`config.mk`:
```
export PLATFORM = sky130hd
export DESIGN_NAME = ex_stage_flat
export DESIGN_NICKNAME = d
export VERILOG_FILES = /design/src/rtl/ex_stage_pkg.sv /design/src/rtl/ex_stage_if.sv /design/src/rtl/ex_stage_mul_seq.sv /design/src/rtl/ex_stage.sv /design/src/flat_wrapper.sv
export SDC_FILE = /design/constraint.sdc
export NUM_CORES = 1
export LEC_CHECK = 0
export CAP_MARGIN = 30
export CORE_ASPECT_RATIO = 0.6
export CORE_MARGIN = 2
export CORE_UTILIZATION = 40
export CTS_CLUSTER_SIZE = 10
export DETAILED_ROUTE_END_ITERATION = 10
export GPL_ROUTABILITY_DRIVEN = 0
export GPL_TIMING_DRIVEN = 1
export PLACE_DENSITY_LB_ADDON = 0.1
export SLEW_MARGIN = 5
export SYNTH_ARGS = -nofsm -noshare
export SYNTH_HDL_FRONTEND = slang
export SYNTH_SLANG_ARGS = --single-unit
export TNS_END_PERCENT = 100
```
`constraint.sdc`:
```
create_clock -name clk -period 4.4 [get_ports clk]
set_clock_uncertainty 0.15 [all_clocks]
set_input_delay 0.66 -clock clk [delete_from_list [all_inputs] [get_ports clk]]
set_output_delay 0.66 -clock clk [all_outputs]
set_load 0.02 [all_outputs]
```
`src/rtl/ex_stage_pkg.sv`:
```
// mips16_ex_pkg: shared types and field positions for the mips_16 execute stage.
//   alu_cmd_e  : ALU command encoding carried in pipeline_reg_in[57:54]
//   ex_state_e : execute-stage sequencing states
//   IN_* / OUT_* localparams locate every field of the ID/EX and EX/MEM registers.
package mips16_ex_pkg;

   localparam int unsigned EX_IN_W  = 58;
   localparam int unsigned EX_OUT_W = 38;

   // ID/EX register fields
   localparam int unsigned IN_CMD_MSB  = 57;
   localparam int unsigned IN_CMD_LSB  = 54;
   localparam int unsigned IN_SRC1_MSB = 53;
   localparam int unsigned IN_SRC1_LSB = 38;
   localparam int unsigned IN_SRC2_MSB = 37;
   localparam int unsigned IN_SRC2_LSB = 22;
   localparam int unsigned IN_MWE      = 21;
   localparam int unsigned IN_MWD_MSB  = 20;
   localparam int unsigned IN_MWD_LSB  = 5;
   localparam int unsigned IN_WB_MSB   = 4;
   localparam int unsigned IN_WB_LSB   = 0;
   localparam int unsigned IN_DEST_MSB = 3;
   localparam int unsigned IN_DEST_LSB = 1;

   // EX/MEM register fields
   localparam int unsigned OUT_RES_MSB  = 37;
   localparam int unsigned OUT_RES_LSB  = 22;
   localparam int unsigned OUT_PASS_MSB = 21;
   localparam int unsigned OUT_PASS_LSB = 0;

   typedef enum logic [3:0] {
      CMD_NONE = 4'd0,
      CMD_ADD  = 4'd1,
      CMD_SUB  = 4'd2,
      CMD_AND  = 4'd3,
      CMD_OR   = 4'd4,
      CMD_XOR  = 4'd5,
      CMD_SL   = 4'd6,
      CMD_SR   = 4'd7,
      CMD_SRA  = 4'd8,
      CMD_MUL  = 4'd9
   } alu_cmd_e;

   typedef enum logic [1:0] {
      IDLE = 2'd0,
      MUL  = 2'd1,
      DONE = 2'd2
   } ex_state_e;

endpackage

```
`src/rtl/ex_stage_if.sv`:
```
// ex_stage_if: ID -> EX -> MEM pipeline bundle for the execute stage.
//   pipeline_reg_in  : 58-bit ID/EX register (driven by ID)
//   pipeline_reg_out : 38-bit EX/MEM register (driven by EX)
//   ex_op_dest       : write-back destination of the instruction in EX (to hazard unit)
//   ex_busy          : stall request towards IF/ID
// master = ID/pipeline side, slave = execute stage.
interface ex_stage_if;
   import mips16_ex_pkg::*;

   logic [EX_IN_W-1:0]  pipeline_reg_in;
   logic [EX_OUT_W-1:0] pipeline_reg_out;
   logic [2:0]          ex_op_dest;
   logic                ex_busy;

   modport master (
      output pipeline_reg_in,
      input  pipeline_reg_out,
      input  ex_op_dest,
      input  ex_busy
   );

   modport slave (
      input  pipeline_reg_in,
      output pipeline_reg_out,
      output ex_op_dest,
      output ex_busy
   );
endinterface

```
`src/rtl/ex_stage_mul_seq.sv`:
```
// ex_mul_seq: shift-add multiplier iterator, one partial product per clock.
//   clk, rst : clock, synchronous active-high reset
//   start    : load op_a/op_b, clear accumulator and iteration count
//   op_a/op_b: multiplicand / multiplier
//   done     : high during the final iteration cycle
//   product  : accumulator (low DATA_W bits of op_a*op_b once iterations finish)
module ex_mul_seq #(
   parameter int unsigned DATA_W   = 16,
   parameter int unsigned MUL_ITER = 16
) (
   input  logic              clk,
   input  logic              rst,
   input  logic              start,
   input  logic [DATA_W-1:0] op_a,
   input  logic [DATA_W-1:0] op_b,
   output logic              done,
   output logic [DATA_W-1:0] product
);

   localparam int unsigned     CNT_W = $clog2(MUL_ITER) + 1;
   localparam logic [CNT_W-1:0] LAST  = CNT_W'(MUL_ITER - 1);
   localparam logic [CNT_W-1:0] END   = CNT_W'(MUL_ITER);

   logic [DATA_W-1:0] a_q, b_q, acc_q;
   logic [CNT_W-1:0]  cnt_q;

   // Iteration stops once cnt reaches MUL_ITER, so the product holds steady
   // while the stage sits in DONE.
   always_ff @(posedge clk) begin
      if (rst) begin
         a_q   <= '0;
         b_q   <= '0;
         acc_q <= '0;
         cnt_q <= '0;
      end else if (start) begin
         a_q   <= op_a;
         b_q   <= op_b;
         acc_q <= '0;
         cnt_q <= '0;
      end else if (cnt_q != END) begin
         if (b_q[0]) acc_q <= acc_q + a_q;
         a_q   <= a_q << 1;
         b_q   <= b_q >> 1;
         cnt_q <= cnt_q + 1'b1;
      end
   end

   assign done    = (cnt_q == LAST);
   assign product = acc_q;

endmodule

```
`src/rtl/ex_stage.sv`:
```
// ex_stage: mips_16 execute stage (ID -> EX -> MEM).
//   clk, rst : clock, synchronous active-high reset
//   ex_if    : slave side of ex_stage_if
//              pipeline_reg_in  -> {alu_cmd, src1, src2, mem_we, mem_wd, wb[4:0]}
//              pipeline_reg_out <- {alu_result, mem_we, mem_wd, wb[4:0]}
//              ex_op_dest       <- pipeline_reg_in[3:1]
//              ex_busy          <- stall request while a MUL is in progress
// Single-cycle ops register in one clock; MUL runs a shift-add sequence,
// emitting bubbles until the product is written in DONE.
module ex_stage
   import mips16_ex_pkg::*;
#(
   parameter int unsigned DATA_W   = 16,
   parameter int unsigned MUL_ITER = 16
) (
   input  logic      clk,
   input  logic      rst,
   ex_stage_if.slave ex_if
);

   logic [3:0]                   cmd;
   logic [DATA_W-1:0]            src1, src2;
   logic [3:0]                   shamt;
   logic [OUT_PASS_MSB:0]        pass;
   logic                         is_mul;

   logic [DATA_W-1:0]            alu_res;
   logic [DATA_W-1:0]            product;
   logic                         mul_done;
   logic                         mul_start;
   logic                         busy;

   ex_state_e                    state_q, state_d;
   logic [EX_OUT_W-1:0]          out_q, out_d;

   assign cmd    = ex_if.pipeline_reg_in[IN_CMD_MSB:IN_CMD_LSB];
   assign src1   = ex_if.pipeline_reg_in[IN_SRC1_MSB:IN_SRC1_LSB];
   assign src2   = ex_if.pipeline_reg_in[IN_SRC2_MSB:IN_SRC2_LSB];
   assign shamt  = src2[3:0];
   assign pass   = ex_if.pipeline_reg_in[OUT_PASS_MSB:OUT_PASS_LSB];
   assign is_mul = (cmd == CMD_MUL);

   // Combinational ALU; MUL and reserved codes yield 0 here.
   always_comb begin
      alu_res = '0;
      case (cmd)
         CMD_ADD: alu_res = src1 + src2;
         CMD_SUB: alu_res = src1 - src2;
         CMD_AND: alu_res = src1 & src2;
         CMD_OR:  alu_res = src1 | src2;
         CMD_XOR: alu_res = src1 ^ src2;
         CMD_SL:  alu_res = src1 << shamt;
         CMD_SR:  alu_res = src1 >> shamt;
         CMD_SRA: alu_res = DATA_W'($signed(src1) >>> shamt);
         default: alu_res = '0;
      endcase
   end

   ex_mul_seq #(
      .DATA_W   (DATA_W),
      .MUL_ITER (MUL_ITER)
   ) u_mul (
      .clk     (clk),
      .rst     (rst),
      .start   (mul_start),
      .op_a    (src1),
      .op_b    (src2),
      .done    (mul_done),
      .product (product)
   );

   always_ff @(posedge clk) begin
      if (rst) state_q <= IDLE;
      else     state_q <= state_d;
   end

   always_comb begin
      state_d = state_q;
      case (state_q)
         IDLE:    if (is_mul)   state_d = MUL;
         MUL:     if (mul_done) state_d = DONE;
         DONE:    state_d = IDLE;
         default: state_d = IDLE;
      endcase
   end

   always_comb begin
      busy      = 1'b0;
      mul_start = 1'b0;
      out_d     = '0;
      case (state_q)
         IDLE: begin
            if (is_mul) begin
               busy      = 1'b1;
               mul_start = 1'b1;
            end else begin
               out_d = {alu_res, pass};
            end
         end
         MUL:     busy  = 1'b1;
         DONE:    out_d = {product, pass};
         default: out_d = '0;
      endcase
   end

   always_ff @(posedge clk) begin
      if (rst) out_q <= '0;
      else     out_q <= out_d;
   end

   assign ex_if.pipeline_reg_out = out_q;
   assign ex_if.ex_op_dest       = ex_if.pipeline_reg_in[IN_DEST_MSB:IN_DEST_LSB];
   assign ex_if.ex_busy          = busy;

endmodule

```
`src/flat_wrapper.sv`:
```
// flat-port wrapper written by rule: the top's interface ports become plain ports
module ex_stage_flat import mips16_ex_pkg::*;
#(
   parameter int unsigned DATA_W   = 16,
   parameter int unsigned MUL_ITER = 16
)
  (clk, rst, ex_if_pipeline_reg_in, ex_if_pipeline_reg_out, ex_if_ex_op_dest, ex_if_ex_busy);
  ex_stage_if ex_if_i ();
  input  logic clk;
  input  logic rst;
  input wire logic [$bits(ex_if_i.pipeline_reg_in)-1:0] ex_if_pipeline_reg_in;
  output wire logic [$bits(ex_if_i.pipeline_reg_out)-1:0] ex_if_pipeline_reg_out;
  output wire logic [$bits(ex_if_i.ex_op_dest)-1:0] ex_if_ex_op_dest;
  output wire logic [$bits(ex_if_i.ex_busy)-1:0] ex_if_ex_busy;
  assign ex_if_i.pipeline_reg_in = ex_if_pipeline_reg_in;
  assign ex_if_pipeline_reg_out = ex_if_i.pipeline_reg_out;
  assign ex_if_ex_op_dest = ex_if_i.ex_op_dest;
  assign ex_if_ex_busy = ex_if_i.ex_busy;
  ex_stage #(.DATA_W(DATA_W), .MUL_ITER(MUL_ITER)) u_core (.clk(clk), .rst(rst), .ex_if(ex_if_i));
endmodule
```
==> results.yml, run 1 <==
clock_network:
  clkLatencyLatePin_ns: 0.37
  cts_resized: 0
  postCtsSetupBuffers: 0
  cts_buffers: 9
  clockBufferDepth: 2
  hold_buffers: 0
  cts_sinks: 93
  clock-root-buffer: "clkbuf_16"
  clk_pin_slew_ns: 0.07
  cts_tree: "yes"
  cts_htree_levels: 3
finish:
  fin_area_um2: 9450
  n_antenna_cell: 0
  drive_above_1_share_pct: 10.9
  synthToLayoutAreaGrowth_pct: 21.7
  fin_nets: 1168
  final_util_pct: 49.6
  fill_cells: 1845
grt:
  grt_max_degree: 63
  first_global_vias: 6835
  grt_usage_pct: 28.3
  antenna_found_initial: 0
  grt_first_pass_wirelength_um: 43200
  overflow: 0
yosys:
  postSynthAreaPerCell_um2: 8.27
  synth_area_um2: 7760
  ys_seq_area_share_pct: 24.0
  synth_area_leaders: "dfxtp_1, ha_1, mux4_2"
  yosys.area.top_type: "dfxtp_1"
  ys.warnings.count: 0
  synth_cell_types: 80
  synth_edf_count: 0
  synth_most_common_cell: "nor2_1"
  netlist_instances: 939
  async_flop_share_pct: 0
  synth_seq_cells: 93
  ys.flop_type: "dfxtp_1"
  synth_top_cell_area_share_pct: 24.0
  ys_top_cells_by_count: "nor2_1, dfxtp_1, nand2_1"
  synth_nets: 1068
floorplanning:
  ioPinCount: 102
  dieArea_um2: 20600
  coreArea_um2: 19000
  die_height_um: 112
  fp-row-count: 39
  start_util_pct: 40.8
  die_x_um: 184
critical_path:
  crit_required_ns: 4.51
  setup.worst_path.class: "input pin to register"
  critPathCaptureType: "register"
  cp-start-kind: "input pin"
  cp_data_arrival_time_ns: 4.04
  cp_max_fo: 8
run:
  maxCapViolations: 0
detailed_routing:
  drc_errors: 0
  via_per_inst: 5.96
  drtIter0Drc: 824
  drt-pass1-iter-count: 6
  wl_per_cell_um: 22.2
  drt-total-wl_um: 28700
  ant_nets: 0
  num_vias: 7683
power_and_ir_drop:
  max-vdd-ir-drop_v: 0.000188
  powerDensity_nw_per_um2: 251
  p_leak_nw: 3.84
timing:
  hold_viol: 0
  drv_slew: 0
  setup-violations-final: 0
  grt_setup_unrepaired: "no"
  tightest_slew_ns: 0.862
  layout_min_cycle_time_ns: 3.92
  period_share_pct: 89.2
  fmax_mhz: 255
  fin_tns_setup_ns: 0
  slew-limit-headroom_pct: 42.5
outcome:
  status: "finished, final reports clean"
placement:
  placed_area_um2: 9170
  io_buffers: 101
  dp_hpwl_um: 23100
min_path:
  hold_path.class: "register to register"
==> placed cells by master (no fill, tap or decap), types with 6 or more instances in the layout <==
cell type,n
a211oi_1,45
nand2b_1,8
nor3_1,16
o31ai_1,7
nor2b_1,8
nand3_1,31
buf_4,47
and2_1,26
nand2_1,76
dfxtp_1,93
o22ai_1,7
xnor2_1,23
mux2i_1,44
o21ai_0,42
mux4_2,23
o221ai_1,7
mux2_2,10
a21oi_1,46
inv_1,45
a31oi_1,9
clkdlybuf4s50_1,99
a22oi_1,15
and3_1,11
o21a_1,11
clkbuf_16,9
o211ai_1,11
nor2_1,95
xor2_1,6
ha_1,67
==> cell type report <==
| type | count | area [um2] | share of cell area [%] |
|---|---|---|---|
| Clock buffer | 10 | 229 | 2.42 |
| Clock inverter | 6 | 48.8 | 0.517 |
| Multi-Input combinational cell | 737 | 5450 | 57.6 |
| Timing Repair Buffer | 149 | 1370 | 14.5 |
| Inverter | 49 | 184 | 1.95 |
| Sequential cell | 93 | 1860 | 19.7 |
| Tap cell | 246 | 308 | 3.26 |
==> flip-flops by register name (all words and copies together), names as in the netlist <==
| name | flops |
|---|---|
| u_core.u_mul.b_q | 16 |
| u_core.ex_if.pipeline_reg_out | 38 |
| u_core.state_q | 2 |
| u_core.u_mul.product | 16 |
| u_core.u_mul.a_q | 16 |
| u_core.u_mul.cnt_q | 5 |
==> metrics by stage <==
| step | hold slack [ns] | power (W) | setup slack (ns) | std cells |
|---|---|---|---|---|
| after floorplan | 0.297 | 0.00132 | 0.958 | 939 |
| after global placement | 0.305 | 0.00161 | 0.326 | 1273 |
| after detailed placement | 0.316 | 0.00160 | 0.230 | 1274 |
| after CTS | 0.327 | 0.00237 | 0.604 | 1290 |
| after global routing | 0.360 | 0.00249 | 0.305 | 1290 |
| final | 0.322 | 0.00237 | 0.476 | 1290 |
==> worst max-delay path: stages <==
cell	delay (ns)
clkdlybuf4s50_1	0.69
nor2b_1	0.22
and2_1	0.43
a41oi_1	0.11
xnor2_1	0.17
ha_1	0.35
o21a_1	0.20
o221ai_1	0.15
a211oi_1	0.38
o21ai_0	0.18
xnor2_1	0.15
a221o_1	0.34
==> per-layer routing <==
metal	GRT usage, %	part of all wire [%]	vias up	routed length (um)
li1	-	-	3660	-
met1	44.6	50	3606	14300
met2	33.2	35	393	9990
met3	13.3	14	24	4100
met4	5.65	1.1	0	308
met5	0	0	-	0
==> logic make-up after synthesis <==
| logic type | Yosys count | synth area share (%) |
|---|---|---|
| and+or+nand+nor | 309 | 19.5 |
| AOI/OAI and AO/OA | 253 | 22.2 |
| buffers and inverters | 109 | 5.91 |
| DFF | 93 | 24.0 |
| muxes | 77 | 13.8 |
| adders and majority gates | 69 | 11.3 |
| xor gates and xnor gates | 29 | 3.27 |
==> final timing paths <==
check	start	endpoint	slack [ns]	cells past startpoint
setup reg to reg	u_core.u_mul.product[0]	u_core.u_mul.product[14]	1.76	9
setup / recovery	ex_if_pipeline_reg_in[55]	u_core.ex_if.pipeline_reg_out[37]	0.48	12
hold / removal	u_core.u_mul.b_q[15]	u_core.u_mul.b_q[15]	0.32	2
hold reg to reg	u_core.u_mul.b_q[15]	u_core.u_mul.b_q[15]	0.32	2
==> power by group <==
group | leakage, nW | internal, W | total [W] | switching, W
clock | 0.125 | 0.000387 | 0.000765 | 0.000378
combinational | 2.96 | 0.000306 | 0.000714 | 0.000408
sequential | 0.759 | 0.000875 | 0.000895 | 0.0000201
total | 3.84 | 0.00157 | 0.00237 | 0.000806
Note: power is estimated with default switching activity, not from simulation.
==> run 2, diff against run 1 <==
- CAP_MARGIN: 30 -> 20
==> run 2 against run 1 <==
Against the previous run: first-iteration DRC count grew 16%; non-clock buffer count unchanged; flip-flop and latch count stayed put; via count increased by 1.0%; utilization unchanged; sequential power about the same; critical path depth grew 1; critical path type unchanged; critical endpoint unchanged; largest cell class unchanged; largest power group unchanged.
==> results.yml, run 2 (synthesized netlist as in run 1, its figures left out) <==
clock_network:
  cts_buffers: 9
  clockBufferDepth: 2
  cts_htree_levels: 3
  clk_pin_slew_ns: 0.07
  cts_sinks: 93
  cts_resized: 0
  clkLatencyLatePin_ns: 0.36
  postCtsSetupBuffers: 0
  hold_buffers: 0
  clock-root-buffer: "clkbuf_16"
  cts_tree: "yes"
floorplanning:
  coreArea_um2: 19000
  start_util_pct: 40.8
  ioPinCount: 102
  fp-row-count: 39
  dieArea_um2: 20600
  die_height_um: 112
  die_x_um: 184
finish:
  fin_nets: 1168
  fin_area_um2: 9450
  layout_commonest_cell: "clkdlybuf4s50_1"
  n_antenna_cell: 0
  layout_common_cells: "clkdlybuf4s50_1, nor2_1, dfxtp_1"
  fill_cells: 1854
  largest_reg_flops: 38
  synthToLayoutAreaGrowth_pct: 21.7
  seqCellArea_um2: 1860
  drive_above_1_share_pct: 10.9
  multi_input_area_um2: 5450
placement:
  placed_area_um2: 9150
  io_buffers: 101
  dp_hpwl_um: 23300
power_and_ir_drop:
  total_power_w: 0.00236
  max-vdd-ir-drop_v: 0.000177
  seq_power_share_pct: 37.9
  power_frac_clock_pct: 31.9
  p_leak_nw: 3.84
  switching_share_pct: 33.6
  p_int_w: 0.00157
  p_sw_w: 0.000795
  pwr-share-comb_pct: 30.2
  powerDensity_nw_per_um2: 250
outcome:
  status: "finished, final reports clean"
min_path:
  hold_end: "u_core.u_mul.b_q[15]"
  min_path_cells: 2
  worstHoldStart: "u_core.u_mul.b_q[15]"
  hold_path.class: "register to register"
grt:
  grt_first_pass_wirelength_um: 43200
  antenna_found_initial: 1
  first_global_vias: 6754
  grt_max_degree: 63
  grt_usage_pct: 28.2
  overflow: 0
run:
  maxCapViolations: 0
timing:
  tightest_slew_ns: 0.867
  fin_tns_setup_ns: 0
  period_share_pct: 88.5
  setup-violations-final: 0
  fmax_mhz: 257
  layout_min_cycle_time_ns: 3.89
  hold_viol: 0
  drv_slew: 0
  slew-limit-headroom_pct: 42.1
  grt_setup_unrepaired: "no"
critical_path:
  timing.rr.end: "u_core.u_mul.product[14]"
  crit_required_ns: 4.51
  critPathCaptureType: "register"
  cp-start-kind: "input pin"
  cpPeakStageDelay_ns: 0.70
  r2r_slack_ns: 1.78
  worst_r2r_path_depth: 9
  cpMaxStageDelayCell: "clkdlybuf4s50_1"
  setup.worst_path.class: "input pin to register"
  path_common_cell: "xnor2_1"
  cp_max_fo: 8
  cp_data_arrival_time_ns: 4.00
  r2r_start: "u_core.u_mul.product[0]"
  path_cells: "clkdlybuf4s50_1 -> nor2b_1 -> and2_1 -> nor2_1 -> xnor2_1 -> ha_1 -> o21a_1 -> o31ai_1 -> buf_4 -> a211oi_1 -> o21ai_0 -> xnor2_1 -> a221o_1"
detailed_routing:
  drt-pass1-iter-count: 6
  num_vias: 7761
  wl_per_cell_um: 22.2
  drtIter0Drc: 954
  ant_nets: 0
  drc_errors: 0
  drt-total-wl_um: 28600
  via_per_inst: 6.02
run 2: cell counts in the layout (fill, tap and decap cells not counted):
No cell type changed its count.
run 2: how the worst max path moves through the flow:
stage | startpoint | slack (ns) | endpoint
final | ex_if_pipeline_reg_in[55] | 0.51 | u_core.ex_if.pipeline_reg_out[37]
after global routing | ex_if_pipeline_reg_in[55] | 0.35 | u_core.ex_if.pipeline_reg_out[37]
after CTS | ex_if_pipeline_reg_in[55] | 0.61 | ex_if_ex_busy
after detailed placement | ex_if_pipeline_reg_in[55] | 0.27 | u_core.ex_if.pipeline_reg_out[37]
after global placement | ex_if_pipeline_reg_in[55] | 0.33 | u_core.ex_if.pipeline_reg_out[31]
after floorplan | ex_if_pipeline_reg_in[55] | 0.96 | u_core.ex_if.pipeline_reg_out[37]
run 2: power groups by stage:
stage                     Combinational [W]  Sequential [W]  Clock [W]
after floorplan                    0.000383        0.000934          0
after global placement             0.000692        0.000915          0
after detailed placement           0.000689        0.000915          0
after CTS                          0.000693        0.000895   0.000776
after global routing               0.000765        0.000898   0.000811
final                              0.000715        0.000896   0.000754
run 2: layout make-up:
cell class	count	share of cell area [%]
well taps	246	3.26
repair buffers	149	14.5
multi-input cells	737	57.6
inverters	49	1.95
clock inverters	6	0.517
clock buffers	10	2.42
flip-flops and latches	93	19.7
run 2: stage by stage:
stage | std cells | worst slack (ns) | util, % | hold slack [ns]
after floorplan | 939 | 0.958 | - | 0.297
after global placement | 1273 | 0.326 | 48.1 | 0.305
after detailed placement | 1273 | 0.274 | 48.1 | 0.316
after CTS | 1289 | 0.608 | 49.6 | 0.327
after global routing | 1290 | 0.350 | 49.6 | 0.360
final | 1290 | 0.507 | 49.6 | 0.322
run 2: critical path: cells and delay by family:
kind | cells | cell delay, ns
buffers and inverters | 2 | 0.86
adders and majority gates | 1 | 0.34
xor gates and xnor gates | 2 | 0.30
AOI/OAI and AO/OA | 5 | 1.08
and+or+nand+nor | 3 | 0.76
run 2: layer usage:
layer	track usage (%)	vias up	wire length, um
li1	-	3649	-
met1	45.1	3675	14300
met2	32.8	413	10000
met3	13.0	22	4020
met4	5.01	2	272
met5	0	-	10
==> run 3, diff against run 2 <==
- CAP_MARGIN: 20 -> unset
==> run 3 against run 2 <==
Against the previous run: final cell count about the same; critical path type unchanged; sequential share of layout area is essentially flat; flip-flop and latch count unchanged; worst setup slack worse by 0.037 ns; clock power hardly changed; highest routed layer is now met4; largest power group unchanged; die area did not move; first-iteration DRC count fell by 3.0%; combinational power is essentially flat; global-route usage unchanged.
==> results.yml, run 3 (synthesized netlist as in run 1, its figures left out) <==
detailed_routing:
  drc_errors: 0
  wl_per_cell_um: 22.3
  drt-pass1-iter-count: 5
  drtIter0Drc: 925
  drt-total-wl_um: 28700
  via_per_inst: 6.01
  ant_nets: 0
  num_vias: 7742
timing:
  hold_viol: 0
  grt_setup_unrepaired: "no"
  layout_min_cycle_time_ns: 3.93
  drv_slew: 0
  setup-violations-final: 0
  period_share_pct: 89.3
  fmax_mhz: 255
  tightest_slew_ns: 1.17
  fin_tns_setup_ns: 0
  slew-limit-headroom_pct: 21.9
critical_path:
  cp_max_fo: 8
  crit_required_ns: 4.50
  cp_data_arrival_time_ns: 4.03
  setup.worst_path.class: "input pin to register"
  critPathCaptureType: "register"
  cp-start-kind: "input pin"
clock_network:
  postCtsSetupBuffers: 0
  clkLatencyLatePin_ns: 0.36
  clockBufferDepth: 2
  cts_htree_levels: 3
  cts_sinks: 93
  cts_resized: 0
  cts_buffers: 9
  clk_pin_slew_ns: 0.07
  clock-root-buffer: "clkbuf_16"
  hold_buffers: 0
  cts_tree: "yes"
finish:
  fill_cells: 1856
  multi_input_area_um2: 5450
  layout_commonest_cell: "clkdlybuf4s50_1"
  synthToLayoutAreaGrowth_pct: 21.5
  seqCellArea_um2: 1860
  fin_nets: 1167
  n_antenna_cell: 0
  drive_above_1_share_pct: 10.8
  final_util_pct: 49.6
  largest_reg_flops: 38
  layout_common_cells: "clkdlybuf4s50_1, nor2_1, dfxtp_1"
power_and_ir_drop:
  pwr-share-comb_pct: 30.2
  seq_power_share_pct: 37.9
  p_int_w: 0.00157
  powerDensity_nw_per_um2: 251
  max-vdd-ir-drop_v: 0.000177
  power_frac_clock_pct: 31.9
  switching_share_pct: 33.6
  p_leak_nw: 3.83
  p_sw_w: 0.000794
grt:
  grt_first_pass_wirelength_um: 43200
  overflow: 0
  grt_usage_pct: 28.2
  antenna_found_initial: 1
  grt_max_degree: 63
  first_global_vias: 6754
floorplanning:
  dieArea_um2: 20600
  coreArea_um2: 19000
  die_x_um: 184
  ioPinCount: 102
  start_util_pct: 40.8
  die_height_um: 112
  fp-row-count: 39
run:
  maxCapViolations: 0
placement:
  io_buffers: 101
  dp_hpwl_um: 23300
min_path:
  hold_path.class: "register to register"
outcome:
  status: "finished, final reports clean"
-- run 3: cell types whose count changed in the layout (fill, tap and decap cells not counted), sizes merged --
cell and delta:
buf -1
-- run 3: path summary, 6_finish.rpt --
kind | start | slack (ns) | to | cells after the start
worst min-delay path | u_core.u_mul.b_q[15] | 0.33 | u_core.u_mul.b_q[15] | 2
worst min register to register | u_core.u_mul.b_q[15] | 0.33 | u_core.u_mul.b_q[15] | 2
worst max-delay path | ex_if_pipeline_reg_in[55] | 0.47 | u_core.ex_if.pipeline_reg_out[37] | 13
worst max register to register | u_core.u_mul.product[0] | 1.76 | u_core.u_mul.product[14] | 9
-- run 3: layout make-up --
| type | instances | area share, % |
|---|---|---|
| clock buffer | 10 | 2.43 |
| inverter | 49 | 1.95 |
| tap | 246 | 3.26 |
| timing repair buffer | 148 | 14.4 |
| multi-input combinational | 737 | 57.7 |
| clock inverter | 6 | 0.517 |
| sequential | 93 | 19.7 |
-- run 3: power by group through the flow --
stage / combinational (W) / sequential, W / clock [W]
finish: 0.000715 / 0.000896 / 0.000753
global route: 0.000765 / 0.000898 / 0.000811
CTS: 0.000693 / 0.000895 / 0.000776
detailed placement: 0.000689 / 0.000915 / 0
global placement: 0.000692 / 0.000915 / 0
floorplan: 0.000383 / 0.000934 / 0
-- run 3: stage by stage --
| step | area (um2) | setup WS (ns) | total power, W | hold WS, ns | cells |
|---|---|---|---|---|---|
| 3_5_place_dp | 9150 | 0.274 | 0.00160 | 0.316 | 1273 |
| 2_1_floorplan | 7760 | 0.958 | 0.00132 | 0.297 | 939 |
| 6_report | 9430 | 0.471 | 0.00236 | 0.329 | 1289 |
| 5_1_grt | 9430 | 0.350 | 0.00247 | 0.360 | 1289 |
| 4_1_cts | 9430 | 0.608 | 0.00236 | 0.327 | 1289 |
| 3_3_place_gp | 9150 | 0.326 | 0.00161 | 0.305 | 1273 |
-- run 3: layer usage --
metal / share of wire (%) / up-vias / GRT usage (%)
li1: - / 3654 / -
met1: 50 / 3645 / 45.1
met2: 35 / 420 / 32.8
met3: 14 / 23 / 13.0
met4: 1.1 / 0 / 5.01
met5: 0 / - / 0
-- run 3: worst max-delay path, cell delays in order --
cell	delay [ns]
clkdlybuf4s50_1	0.68
nor2b_1	0.21
and2_1	0.44
nor2_1	0.12
xnor2_1	0.14
ha_1	0.35
o21a_1	0.16
o31ai_1	0.09
buf_4	0.16
a211oi_1	0.32
o21ai_0	0.18
xnor2_1	0.16
a221o_1	0.34
